==> src/rtl/fp_posit_mac_pkg.sv <==
// Shared types and limits for the posit MAC lane sequencer.
package fp_posit_mac_pkg;

    localparam int PREC_W    = 4;
    localparam int EXP_W     = 5;
    localparam int W_MAX_DEF = 8;
    localparam int PREC_MIN  = 2;

    typedef enum logic [2:0] {
        ST_IDLE,
        ST_SET,
        ST_FETCH,
        ST_SHIFT,
        ST_WAIT,
        ST_OUT
    } state_e;

    function automatic logic prec_legal(input logic [PREC_W-1:0] p, input int w_max);
        return (int'(p) >= PREC_MIN) && (int'(p) <= w_max);
    endfunction

endpackage

==> src/rtl/fp_posit_w_serializer.sv <==
// Holds one posit weight word and presents it MSB-first, one bit per shift.
module fp_posit_w_serializer
    import fp_posit_mac_pkg::*;
#(
    parameter int W_MAX = 8
) (
    input  logic              clk_i,
    input  logic              rst_ni,
    input  logic              load_i,
    input  logic [W_MAX-1:0]  word_i,
    input  logic [PREC_W-1:0] prec_i,
    input  logic              shift_i,
    output logic              bit_o,
    output logic              last_o
);

    localparam int IDX_W = (W_MAX > 1) ? $clog2(W_MAX) : 1;

    logic [W_MAX-1:0] word_q;
    logic [IDX_W-1:0] idx_q;

    always_ff @(posedge clk_i or negedge rst_ni) begin
        if (!rst_ni) begin
            word_q <= '0;
            idx_q  <= '0;
        end else if (load_i) begin
            word_q <= word_i;
            idx_q  <= IDX_W'(prec_i - PREC_W'(1));
        end else if (shift_i && !last_o) begin
            idx_q  <= idx_q - IDX_W'(1);
        end
    end

    assign bit_o  = word_q[idx_q];
    assign last_o = (idx_q == '0);

endmodule

==> src/rtl/fp_posit_mac_seq.sv <==
// Sequencer for one bit-serial posit MAC lane: streams weights MSB-first and chains the accumulator.
// Optional ZERO_SKIP_EN: zero weight words bypass SHIFT/WAIT and leave the accumulator unchanged.
module fp_posit_mac_seq
    import fp_posit_mac_pkg::*;
#(
    parameter int ACT_WIDTH = 16,
    parameter int ACC_WIDTH = 32,
    parameter int W_MAX     = W_MAX_DEF,
    parameter int LEN_WIDTH = 10,
    parameter int TIMEOUT   = 64
) (
    input  logic                 clk_i,
    input  logic                 rst_ni,
    input  logic                 cfg_start_i,
    input  logic                 cfg_abort_i,
    input  logic [LEN_WIDTH-1:0] cfg_len_i,
    input  logic [PREC_W-1:0]    cfg_precision_i,
    input  logic [EXP_W-1:0]     cfg_exp_min_i,
    input  logic [ACC_WIDTH-1:0] cfg_acc_init_i,
    input  logic                 in_valid_i,
    output logic                 in_ready_o,
    input  logic [ACT_WIDTH-1:0] in_act_i,
    input  logic [W_MAX-1:0]     in_w_i,
    output logic                 mac_valid_o,
    output logic                 mac_set_o,
    output logic                 mac_w_o,
    output logic [ACT_WIDTH-1:0] mac_act_o,
    output logic [PREC_W-1:0]    mac_precision_o,
    output logic [EXP_W-1:0]     mac_exp_min_o,
    output logic [ACC_WIDTH-1:0] mac_acc_o,
    input  logic                 mac_done_i,
    input  logic [ACC_WIDTH-1:0] mac_acc_out_i,
    output logic                 out_valid_o,
    input  logic                 out_ready_i,
    output logic [ACC_WIDTH-1:0] out_acc_o,
    output logic                 busy_o,
    output logic                 err_o
);

    localparam int TO_W = (TIMEOUT > 1) ? $clog2(TIMEOUT) : 1;

    state_e               state_q;
    logic [ACC_WIDTH-1:0] acc_q;
    logic [LEN_WIDTH-1:0] elem_q, len_q, elem_nxt;
    logic [TO_W-1:0]      wait_q;
    logic [PREC_W-1:0]    prec_q;
    logic [EXP_W-1:0]     exp_min_q;
    logic [ACT_WIDTH-1:0] act_q;
    logic                 err_q, done_q;
    logic                 cfg_ok, accept, done_rise, skip_zero;
    logic                 ser_bit, ser_last;

    assign cfg_ok    = (cfg_len_i != '0) && prec_legal(cfg_precision_i, W_MAX);
    assign in_ready_o = (state_q == ST_FETCH) && !cfg_abort_i;
    assign accept    = in_ready_o && in_valid_i;
    // A level still high from the previous element must not count as a new completion.
    assign done_rise = mac_done_i && !done_q;
    assign elem_nxt  = elem_q + LEN_WIDTH'(1);

`ifdef ZERO_SKIP_EN
    assign skip_zero = (in_w_i == '0);
`else
    assign skip_zero = 1'b0;
`endif

    fp_posit_w_serializer #(.W_MAX(W_MAX)) u_ser (
        .clk_i   (clk_i),
        .rst_ni  (rst_ni),
        .load_i  (accept),
        .word_i  (in_w_i),
        .prec_i  (prec_q),
        .shift_i (state_q == ST_SHIFT),
        .bit_o   (ser_bit),
        .last_o  (ser_last)
    );

    always_ff @(posedge clk_i or negedge rst_ni) begin
        if (!rst_ni) begin
            state_q   <= ST_IDLE;
            acc_q     <= '0;
            elem_q    <= '0;
            len_q     <= '0;
            wait_q    <= '0;
            prec_q    <= '0;
            exp_min_q <= '0;
            act_q     <= '0;
            err_q     <= 1'b0;
            done_q    <= 1'b0;
        end else begin
            done_q <= mac_done_i;
            if (cfg_abort_i) begin
                state_q <= ST_IDLE;
            end else begin
                case (state_q)
                    ST_IDLE: if (cfg_start_i) begin
                        err_q <= !cfg_ok;
                        if (cfg_ok) begin
                            len_q     <= cfg_len_i;
                            prec_q    <= cfg_precision_i;
                            exp_min_q <= cfg_exp_min_i;
                            acc_q     <= cfg_acc_init_i;
                            elem_q    <= '0;
                            state_q   <= ST_SET;
                        end
                    end
                    ST_SET: state_q <= ST_FETCH;
                    ST_FETCH: if (in_valid_i) begin
                        act_q <= in_act_i;
                        if (skip_zero) begin
                            elem_q  <= elem_nxt;
                            state_q <= (elem_nxt == len_q) ? ST_OUT : ST_FETCH;
                        end else begin
                            state_q <= ST_SHIFT;
                        end
                    end
                    ST_SHIFT: if (ser_last) begin
                        wait_q  <= '0;
                        state_q <= ST_WAIT;
                    end
                    ST_WAIT: begin
                        if (done_rise) begin
                            acc_q   <= mac_acc_out_i;
                            elem_q  <= elem_nxt;
                            state_q <= (elem_nxt == len_q) ? ST_OUT : ST_FETCH;
                        end else if (wait_q == TO_W'(TIMEOUT - 1)) begin
                            err_q   <= 1'b1;
                            state_q <= ST_IDLE;
                        end else begin
                            wait_q  <= wait_q + TO_W'(1);
                        end
                    end
                    ST_OUT: if (out_ready_i) state_q <= ST_IDLE;
                    default: state_q <= ST_IDLE;
                endcase
            end
        end
    end

    assign mac_valid_o     = (state_q == ST_SHIFT);
    assign mac_set_o       = (state_q == ST_SET);
    assign mac_w_o         = (state_q == ST_SHIFT) && ser_bit;
    assign mac_act_o       = act_q;
    assign mac_precision_o = prec_q;
    assign mac_exp_min_o   = exp_min_q;
    assign mac_acc_o       = acc_q;
    assign out_valid_o     = (state_q == ST_OUT);
    assign out_acc_o       = acc_q;
    assign busy_o          = (state_q != ST_IDLE);
    assign err_o           = err_q;

endmodule

==> config.mk <==
export PLATFORM = sky130hd
export DESIGN_NAME = fp_posit_mac_seq
export DESIGN_NICKNAME = d
export VERILOG_FILES = /design/src/rtl/fp_posit_mac_pkg.sv /design/src/rtl/fp_posit_w_serializer.sv /design/src/rtl/fp_posit_mac_seq.sv
export SDC_FILE = /design/constraint.sdc
export NUM_CORES = 1
export LEC_CHECK = 0
export CAP_MARGIN = 30
export CORE_UTILIZATION = 33
export DETAILED_ROUTE_END_ITERATION = 16
export HOLD_SLACK_MARGIN = 0.03
export PLACE_DENSITY = 0.72
export SLEW_MARGIN = 40
export SYNTH_ARGS = -nofsm -noshare
export SYNTH_HDL_FRONTEND = slang
export SYNTH_SLANG_ARGS = --single-unit
==> constraint.sdc <==
create_clock -name clk_i -period 4.7 [get_ports clk_i]
set_input_delay 0.47 -clock clk_i [delete_from_list [all_inputs] [get_ports clk_i]]
set_output_delay 0.47 -clock clk_i [all_outputs]
set_load 0.005 [all_outputs]
======== After elaboration in Yosys (flattened, before gate mapping) ========
Index checks and enable logic that the tools add are counted.
W data, S select, Z words.
storage, ports and cells
  flip-flop bits (word level) ............. 99
  latch bits .............................. 0
  RAM bits ................................ 0
  memory bits (read-only) ................. 0
  input port bits ......................... 114
  output and inout bits ................... 96
  word-level logic and storage cells ...... 94
  memories kept ........................... 0
operators by class
  add/sub/neg operators ................... 4
  multipliers ............................. 0
  divide/modulo/power cells ............... 0
  order comparisons ....................... 3
  equality and inequality tests ........... 20
  shift operators ......................... 0
  multiplexer cells ....................... 30
  bitwise operators ....................... 1
  reductions and logical operators ........ 24
operators with widths
  kind                     count
  $mux W32                 3
  $pmux W32 S2             1
  $mux W3                  11
  $mux W10                 3
  $pmux W10 S2             1
  $mux W6                  3
  $pmux W3 S6              1
  $reduce_and A5 Y1        3
  $ne A2 B2 Y1 const B     7
  $ne A3 B3 Y1 const B     4
  $pmux W6 S2              1
  $add A10 B1 Y10 const B  1
  $eq A10 B10 Y1           1
  $reduce_bool A10 Y1      1
  $logic_and A1 B1 Y1      7
  $add A6 B1 Y6 const B    1
  $eq A3 B2 Y1 const B     2
  $eq A3 B3 Y1 const B     2
  $eq A6 B6 Y1 const B     1
  $logic_not A3 Y1         2
  $reduce_and A6 Y1        1
  $reduce_bool A2 Y1       3
  $sub A3 B1 Y3 const B    2
  $ge A4 B2 Y1 const B     1
  other kinds (13)         19

======== Longest topological paths before layout ========
Gate-level depths: netlist (run 1).
  word-level depth ........................ 7
  gate-level depth with buffers ........... 9
  mapped depth without buffers ............ 7

======== By module ========
A second synthesis (run 1) with hierarchy kept.
unflattened totals
  cells, all modules ...................... 506
  area total of the unflattened synthesis .. 5091.1 um^2
by module, submodules not included
  module                 times used  cells an instance  area each (um^2)  seq. area each (um^2)
  fp_posit_mac_seq       1           464                4529.3            2202.1
  fp_posit_w_serializer  1           42                 561.8             275.3

======== Least setup slack after synthesis (run 1) ========
Ideal clock, no wire load.
  path type ............................... register to register
  start ................................... register state_q[2]
  end ..................................... register u_ser.idx_q[2]
  arrival ................................. 2027 ps
  required time ........................... 4563 ps
  slack ................................... 2536 ps
  stages on the path, launching flop included .. 10
  clock period less this slack ............ 2164 ps
  cells stage by stage .................... dfrtp_1 buf_4 nor4b_1 nand2_1 clkbuf_1 mux2i_1 ha_1 nand2_1 xor2_1 a21oi_1
between the ends
  cells in the longest elaborated chain, start to end .. 4
  elaborated cells between the ends (all ways) .. 7
  classes of those cells .................. eq/ne (2); mux (1); reduce/logical (4)
ends and longest elaborated chain
  item                                                  RTL line                     text
  start: declaration                                    fp_posit_mac_seq.sv:42       state_e state_q;
  start signal: assignment                              fp_posit_mac_seq.sv:111      state_q <= (elem_nxt == len_q) ? ST_OUT : ST_FETCH;
  start signal: assignment                              fp_posit_mac_seq.sv:124      state_q <= (elem_nxt == len_q) ? ST_OUT : ST_FETCH;
  $eq A3 B2 Y1 (*)                                      fp_posit_mac_seq.sv:54       assign in_ready_o = (state_q == ST_FETCH) && !cfg_abort_i;
  $logic_and A1 B1 Y1 (*)                               fp_posit_mac_seq.sv:54
  net in_ready_o                                        fp_posit_mac_seq.sv:21       output logic in_ready_o,
  $logic_and A1 B1 Y1 (*)                               fp_posit_mac_seq.sv:55       assign accept = in_ready_o && in_valid_i;
  $mux W3 / $reduce_bool A2 Y1 (equally long branches)  n/a
  end signal: assignment                                fp_posit_w_serializer.sv:28  idx_q <= IDX_W'(prec_i - PREC_W'(1));
  end signal: assignment                                fp_posit_w_serializer.sv:30  idx_q <= idx_q - IDX_W'(1);
  end: declaration                                      fp_posit_w_serializer.sv:20  logic [IDX_W-1:0] idx_q;
Mark *: on every way through the listed nets, which the timed path passes. The rest lies on a longest branch.
A chain may end at the register's enable or synchronous reset.

======== Final worst setup path (run 1) ========
  start ................................... register state_q[0]
  end ..................................... register wait_q[5]
between the ends
  cells in the longest elaborated chain, start to end .. 3
  elaborated cells between the ends (all ways) .. 8
  classes of those cells .................. eq/ne (5); mux (1); reduce/logical (2)
ends and longest elaborated chain
  item                                                                        RTL line                 text
  $eq A3 B2 Y1 / $eq A3 B3 Y1 (equally long branches)                         fp_posit_mac_seq.sv:94   case (state_q)
  $ne A2 B2 Y1 (no source line) / $reduce_bool A2 Y1 (equally long branches)  n/a
  $reduce_and A5 Y1 (no source line)                                          n/a
  end signal: assignment                                                      fp_posit_mac_seq.sv:129  wait_q <= wait_q + TO_W'(1);
  end: declaration                                                            fp_posit_mac_seq.sv:45   logic [TO_W-1:0] wait_q;
Several ways; a longest one is shown, not always the timed one.

==> results.toml, run 1 <==
[yosys]
syn_nets = 643
synth_cells = 526
ys_seq_area_share_pct = 48.82
ys_top_cells_by_count = "118 x nand2_1, 99 x dfrtp_1, 54 x o21ai_1"
ys_ff_latch = 99
async_flop_share_pct = 100.0
avgSynthCellArea_um2 = 9.648
yosys.area.top_type = "dfrtp_1"
synth_flop_cell = "dfrtp_1"
syn_area_um2 = 5075
synth_edf_count = 0
synth_most_common_cell = "nand2_1"
synthTopCellsByArea = "dfrtp_1 49%, nand2_1 8.7%, mux2i_1 7.1%, o21ai_1 5.3%, buf_4 5.0%"
synth_top_area_share_pct = 48.82
yosys_warnings = 0
synth.distinct_cells = 53

[cells_and_area]
diodes = 0
drive_gt1_share_pct = 7.370
final_nets = 804
syn_to_final_growth_pct = 45.73
stdcell_count = 876

[run]
maxCapViolations = 0

[setup_path]
crit_slowest_cell = "or4_1"
cp_cell_sequence = "nor2_4 > and2_2 > buf_4 > a21oi_1 > or4_1 > or2_4 > o31ai_2"
required_ns = 4.96
path_class = "register to register"
cp_max_fo = 38
cpPeakStageDelay_ns = 0.68
critPathCaptureType = "register"
startpoint_type = "register"
arrival_ns = 2.98

[sta]
hold_slack_ns = 0.07645
rsz0062_at_grt = "false"
tightest_slew_ns = 0.6785
max_slew_margin_pct = 54.76
fmax_mhz = 368.2
report.final.setup_viol = 0
slew_viol_final = 0
min_period_over_period_pct = 57.78
finalSetupTns_ns = 0
fin_crit_ns = 2.716
skew_ns = 0.008615
hold_viol = 0

[clock_tree]
cts_htree_levels = 3
worstSkewPairLatency_ns = 0.35
cts.sinks = 99
cts_buffers = 9
cts_buffer_depth = 2
cts_tree = "yes"
cts_setup_buffers = 0
clkSlewWorstSetupHoldPaths_ns = 0.07
cts_hold_buf = 0
cts-root-buf = "clkbuf_16"
cts-resized-gates = 0

[route]
postRouteWirelength_um = 13600
first_pass_iters = 5
drt_iter0_markers = 305
vias = 4307
ant_nets = 0
wl_per_cell_um = 15.52
drcViolationCount = 0
via_per_inst = 4.917

[floorplan]
row_count = 44
die_w_um = 126.0
die_y_um = 126.0
design.core.area_um2 = 14750
initial_core_util_pct = 34.40
die-area_um2 = 15880
io_pins = 210

[place]
dpl.hpwl_um = 10220
place_inst = 860
gp_congestion = 0.8545
portBuffers = 209

[global_routing]
grt_max_degree = 75
grt_pass1_vias = 4304
grt_pass1_wl_um = 22160
grt_usage_pct = 17.69
gr-total-overflow = 0
antenna_found_initial = 0

[power]
power_density_nw_per_um2 = 519.0
p_leak_nw = 3.074
ir_worst_vdd_mv = 0.2269

[status]
outcome = "finished, final reports clean"

[hold_path]
hold_path.class = "input pin to asynchronous set/reset pin"
==> cells in the final DEF, fill, tap and decap left out, drive strengths merged, types with 3 or more instances in the layout <==
cell type	n
buf	4
o31ai	6
a21oi	8
mux2	19
mux2i	36
inv	10
nor2	23
clkbuf	9
nand2b	6
nand2	118
nor4	4
o21ai	56
dfrtp	99
nand3	9
xor2	7
nor3	10
clkdlybuf4s50	208
nand4	3
ha	3
nor2b	3
o21a	3
xnor2	8
and3	4
==> logic make-up (layout without fill, tap and decap cells) <==
family | after synthesis | in the layout | share of synthesized area (%)
compound gates | 88 | 88 | 10.36
fa+ha+maj | 3 | 3 | 0.7397
buf+inv | 68 | 234 | 7.864
simple gates | 196 | 196 | 17.43
xor+xnor | 15 | 15 | 2.589
flops | 99 | 99 | 48.82
mux | 57 | 57 | 12.20
==> flip-flops by register name, summed over array words and instances (netlist names) <==
| name | cells |
|---|---|
| mac_act_o | 16 |
| mac_precision_o | 4 |
| u_ser.word_q | 8 |
| mac_exp_min_o | 5 |
| u_ser.idx_q | 3 |
| state_q | 3 |
| len_q | 10 |
| mac_acc_o | 32 |
| elem_q | 10 |
| err_o | 1 |
| done_q | 1 |
| wait_q | 6 |
==> worst max-delay path: cells and delay by family, from the launching register on <==
kind            cells  cell delay [ns]
flops               1             0.51
compound gates      2             0.33
simple gates        4             1.30
buf+inv             1             0.48
==> worst paths after layout <==
| path | from | end | slack (ns) | depth (start not counted) |
|---|---|---|---|---|
| max | state_q[0] | wait_q[5] | 1.98 | 7 |
| min | rst_ni | mac_precision_o[3] | 0.08 | 1 |
| max reg2reg | state_q[0] | wait_q[5] | 1.98 | 7 |
| min reg2reg | u_ser.word_q[3] | u_ser.word_q[3] | 0.47 | 2 |
| max in group asynchronous | rst_ni | mac_acc_o[18] | 3.68 | 2 |
| min in group clk_i | u_ser.word_q[3] | u_ser.word_q[3] | 0.47 | 2 |
==> layout make-up <==
cell class                 count  area, um2
multi-input combinational    359       2211
sequential                    99       2477
timing repair buffer         212       2116
clock inverter                 7      113.9
tap                          184      230.2
inverter                       6      22.52
fill                        1333       7358
clock buffer                   9      225.2
==> report_power, final <==
group,switching [mW],leakage [nW],internal [mW]
clock,0.359,0.168,0.484
sequential,0.293,1.24,1.19
combinational,0.532,1.66,0.980
total,1.18,3.07,2.65
==> metal layers <==
metal	vias to the layer above	global-route usage [%]	routed length, um
li1	2097	-	-
met1	1997	20.90	5539
met2	193	30.00	6547
met3	20	5.692	1258
met4	0	6.591	254
met5	-	0	0
==> metrics by stage <==
step | setup WS (ns) | area, um2 | power, mW | utilization [%]
final | 1.984 | 7396 | 3.839 | 50.13
after global routing | 1.799 | 7396 | 4.101 | 50.13
after CTS | 1.967 | 7392 | 3.897 | 50.10
after detailed placement | 1.749 | 7053 | 3.027 | 47.80
after global placement | 1.570 | 7043 | 2.978 | 47.74
after floorplan | 2.536 | 5075 | 2.169 | -
Power figures use the tool's default switching activity.
==> inputs of run 2 (changes only) <==
Settings changed: PLACE_DENSITY 0.72 to 0.75.
Clock period 4.7 ns to 2.36 ns, I/O delays scaled along.
==> run 2 against run 1 <==
Effect of this change:
- clock skew down 0.0022 ns
- utilization increased by 1.1 points
- global-route usage fell by 0.27 points
- total power rose by 94%
- largest cell class unchanged
- cell count is 2.4% higher
- clock power is 64% higher
- via count up 2.7%
- hold slack improved by 0.29 ns
- highest routed layer unchanged
- die area unchanged
- combinational power up 100%
- register-to-register slack lost 1.8 ns
- sequential share of layout area decreased by 0.70 points
==> results.toml, run 2 (same netlist as run 1, synthesis figures left out) <==
[hold_path]
hold_path.class = "input pin to register"
hold_depth = 1

[cells_and_area]
final_nets = 826
final_common_cell = "clkdlybuf4s50_1"
stdcell_count = 897
final_cell_mix = "208 x clkdlybuf4s50_1, 118 x nand2_1, 99 x dfrtp_1"
diodes = 0
syn_to_final_growth_pct = 48.87
fillers = 1332
drive_gt1_share_pct = 10.10
largest_register_ffs = 32

[global_routing]
antenna_found_initial = 0
gr-total-overflow = 0
grt_pass1_wl_um = 21850
grt_max_degree = 65
grt_usage_pct = 17.42
grt_pass1_vias = 4354

[clock_tree]
clkSlewWorstSetupHoldPaths_ns = 0.07
cts-root-buf = "clkbuf_16"
cts.sinks = 99
cts_buffer_depth = 2
cts_tree = "yes"
cts_buffers = 9
cts_htree_levels = 3
worstSkewPairLatency_ns = 0.34

[setup_path]
crit_slowest_cell = "mux4_2"
cp_max_fo = 5
reg2reg_depth = 7
cp_cell_sequence = "mux4_2 > mux2i_1 > nor2_1 > clkdlybuf4s50_1"
path_class = "register to primary output"
required_ns = 2.12
cpPeakStageDelay_ns = 0.54
arrival_ns = 2.02
startpoint_type = "register"
critPathCaptureType = "primary output"

[route]
ant_nets = 0
first_pass_iters = 5
drcViolationCount = 0
vias = 4424
postRouteWirelength_um = 13830
wl_per_cell_um = 15.42
drt_iter0_markers = 239
via_per_inst = 4.932

[floorplan]
design.core.area_um2 = 14750
die_y_um = 126.0
die-area_um2 = 15880
initial_core_util_pct = 34.40
row_count = 44
io_pins = 210
die_w_um = 126.0

[power]
total_power_mw = 7.428
p_leak_nw = 3.156
power_density_nw_per_um2 = 983.2
ir_worst_vdd_mv = 0.4744

[sta]
min_period_over_period_pct = 95.43
hold_viol = 0
fin_crit_ns = 2.252
tightest_slew_ns = 0.6590
rsz0062_at_grt = "false"
finalSetupTns_ns = 0
fmax_mhz = 444.0
max_slew_margin_pct = 56.07
skew_ns = 0.006384
report.final.setup_viol = 0
slew_viol_final = 0

[status]
outcome = "finished, final reports clean"

[place]
portBuffers = 209
dpl.hpwl_um = 10690
gp_congestion = 0.8691
place_inst = 881

[run]
maxCapViolations = 0
[run 2: cell type report]
cell class	count	area, um2	area share, %
inverter	6	22.52	0.2981
clock buffer	10	239.0	3.163
clock inverter	5	36.28	0.4803
multi-input combinational	359	2232	29.55
sequential	99	2477	32.79
tap	184	230.2	3.047
timing repair buffer	234	2317	30.67
[run 2: what timing repair did]
item	CTS	global route
hold endpoints to repair	49	0
setup endpoints to repair	0	3
hold buffers	1	0
gates resized for setup	0	5
buffers inserted	0	0
[run 2: final timing paths]
| kind | from | endpoint | slack (ns) |
|---|---|---|---|
| worst max-delay path | u_ser.idx_q[0] | mac_w_o | 0.11 |
| worst min-delay path | mac_done_i | done_q | 0.37 |
| worst max register to register | wait_q[0] | wait_q[5] | 0.17 |
| worst min register to register | u_ser.word_q[2] | u_ser.word_q[2] | 0.48 |
| max in group asynchronous | rst_ni | mac_acc_o[6] | 1.22 |
| min in group asynchronous | rst_ni | len_q[7] | 0.47 |
[run 2: per-stage QoR]
| step | area [um2] | utilization (%) | hold WS (ns) | worst slack, ns |
|---|---|---|---|---|
| after CTS | 7523 | 50.99 | 0.3520 | 0.02943 |
| after detailed placement | 7238 | 49.06 | 0.3067 | -0.01571 |
| after global placement | 7238 | 49.06 | 0.3082 | 0.05146 |
| after floorplan | 5075 | - | -0.05959 | 0.1963 |
| final | 7555 | 51.20 | 0.3657 | 0.1078 |
| after global routing | 7555 | 51.20 | 0.3705 | 0.01939 |
[run 2: critical path: cells and delay by family, from the launching register on]
| family | cells | cell delay (ns) |
|---|---|---|
| buf+inv | 1 | 0.47 |
| simple gates | 1 | 0.05 |
| flops | 1 | 0.47 |
| mux | 2 | 0.67 |
[run 2: routing by layer]
layer,vias to the layer above,GRT usage [%],wire length [um]
li1,2137,-,-
met1,2071,19.82,5777
met2,200,30.42,6518
met3,16,6.160,1292
met4,0,5.599,242
met5,-,0,0
[run 2: report_power, final]
part           internal (mW)  total (mW)  switching, mW
sequential              2.37        2.96          0.592
combinational           2.01        3.08           1.07
clock                  0.743        1.38          0.639
total                   5.13        7.43           2.30
==> patch, RTL diff (config.mk and constraints of run 1) <==
Change the parameter `TIMEOUT` from 64 to 32.
--- a/src/rtl/fp_posit_mac_seq.sv
+++ b/src/rtl/fp_posit_mac_seq.sv
@@ -7,7 +7,7 @@
     parameter int ACC_WIDTH = 32,
     parameter int W_MAX     = W_MAX_DEF,
     parameter int LEN_WIDTH = 10,
-    parameter int TIMEOUT   = 64
+    parameter int TIMEOUT   = 32
 ) (
     input  logic                 clk_i,
     input  logic                 rst_ni,
Function: no difference found for any inputs over 4 cycles, from zero or initial values and one cycle with rst_ni low; that may be too few to reach the edited logic, so the function may still have changed.
==> patch against run 1 <==
- wire length fell by 0.37%
- synthesized area hardly changed
- global-route usage down 0.44 points
- sequential cell count decreased by 1
- worst setup slack got worse by 0.0077 ns
- fmax decreased by 0.28%
- first-iteration DRC count shrank 42%
- design area decreased by 0.27%
- clock power shrank 9.0%
- power down 11%
- critical endpoint is now state_q[2]
- largest cell class unchanged
- largest power group is now sequential cells
==> patch: results (changes against run 1) <==
- Crit path max fanout: 25 (was 38)
- Syn_nets: 625 (was 643)
- R2r setup slk: 1.98 ns (about the same)
- Final #Nets: 786 (was 804)
- Placer Congestion: 0.796 (was 0.855)
- Iter 0 DRT Violations: 176 (was 305)
- WL final: 13.5 mm (was 13.6 mm)
- All-Layer GR Usage: 0.172 (was 0.177)
- DP Wirelength: 9.79 mm (was 10.2 mm)
- VDD IR max: 0.316 mV (was 0.227 mV)
- Syn avg cell area: 10.0 um2 (was 9.65 um2)
- Least-Margin Pin Slew: 0.679 ns (about the same)
- Top post-synthesis cells by count: 98 x dfrtp_1, 81 x nand2_1, 47 x nor2_1 (was 118 x nand2_1, 99 x dfrtp_1, 54 x o21ai_1)
- Global-route wire length before repair: 21.7 mm (was 22.2 mm)
- Post-synthesis compound-gate area fraction: 0.110 (was 0.104)
- DR WL met2: 6.21 mm (was 6.55 mm)
- FF-to-FF path depth: 5 (was 7)
- Placed cells: 841 (was 860)
- Layout cells sized above 1: 0.104 (was 0.0737)
- Synth area leaders: dfrtp_1 48%, nand2_1 6.0%, mux2_4 5.6% (was dfrtp_1 49%, nand2_1 8.7%, mux2i_1 7.1%)
- Post-synth cell types: 47 (was 53)
- Status: finished clean (unchanged)
- Vias per cell: 5.05 (was 4.92)
- Post-synthesis mux area share: 0.124 (was 0.122)
- WL met3: 1.06 mm (was 1.26 mm)
- Wl on met1: 6.10 mm (was 5.54 mm)
- DR vias: 4,324 (was 4,307)
- P_leak: 3.11 nW (was 3.07 nW)
## patch: routing by layer
layer	GRT usage	vias up
met4	0.0461	0
met2	0.281	188
met3	0.0595	19
met5	0	-
met1	0.217	2060
li1	-	2057
## patch: worst min-delay path by stage
| stage | to | slack [ns] | cells after the start |
|---|---|---|---|
| 3_3_place_gp | wait_q[4] | 0.47 | 2 |
| 6_report | u_ser.word_q[6] | 0.13 | 1 |
| 4_1_cts | u_ser.word_q[5] | 0.14 | 1 |
| 3_5_place_dp | wait_q[4] | 0.49 | 2 |
| 2_1_floorplan | done_q | 0.17 | 0 |
| 5_1_grt | u_ser.word_q[6] | 0.16 | 1 |
## patch: cell type report
| class | count | area share |
|---|---|---|
| tap | 184 | 0.0312 |
| clock buffer | 12 | 0.0348 |
| clock inverter | 4 | 0.00797 |
| inverter | 5 | 0.00254 |
| multi-input combinational | 341 | 0.304 |
| sequential | 98 | 0.332 |
| timing repair buffer | 213 | 0.287 |
## patch: cell families after synthesis
kind of cell / Yosys count
muxes: 48
xor gates and xnor gates: 17
buffers and inverters: 68
and+or+nand+nor: 182
DFF: 98
AOI/OAI and AO/OA: 90
adders and majority gates: 4
## patch: worst max-delay path, cell delays in order, from the launching register on
cell	delay, ns
dfrtp_1	0.56
or3b_2	0.81
nor2_1	0.34
nand2_1	0.24
nor4_1	0.51
o21bai_1	0.18
## patch: per-stage QoR
| step | cell area, um2 | worst slack [ns] |
|---|---|---|
| after floorplan | 5070 | 2.51 |
| after global routing | 7380 | 1.72 |
| after detailed placement | 7060 | 1.66 |
| after global placement | 7060 | 1.59 |
| after CTS | 7380 | 2.01 |
| final | 7380 | 1.98 |
## patch: power breakdown
part           internal (mW)  leakage (nW)  switching, mW
clock                  0.447         0.155          0.319
combinational          0.900          1.78          0.390
sequential              1.13          1.17          0.229
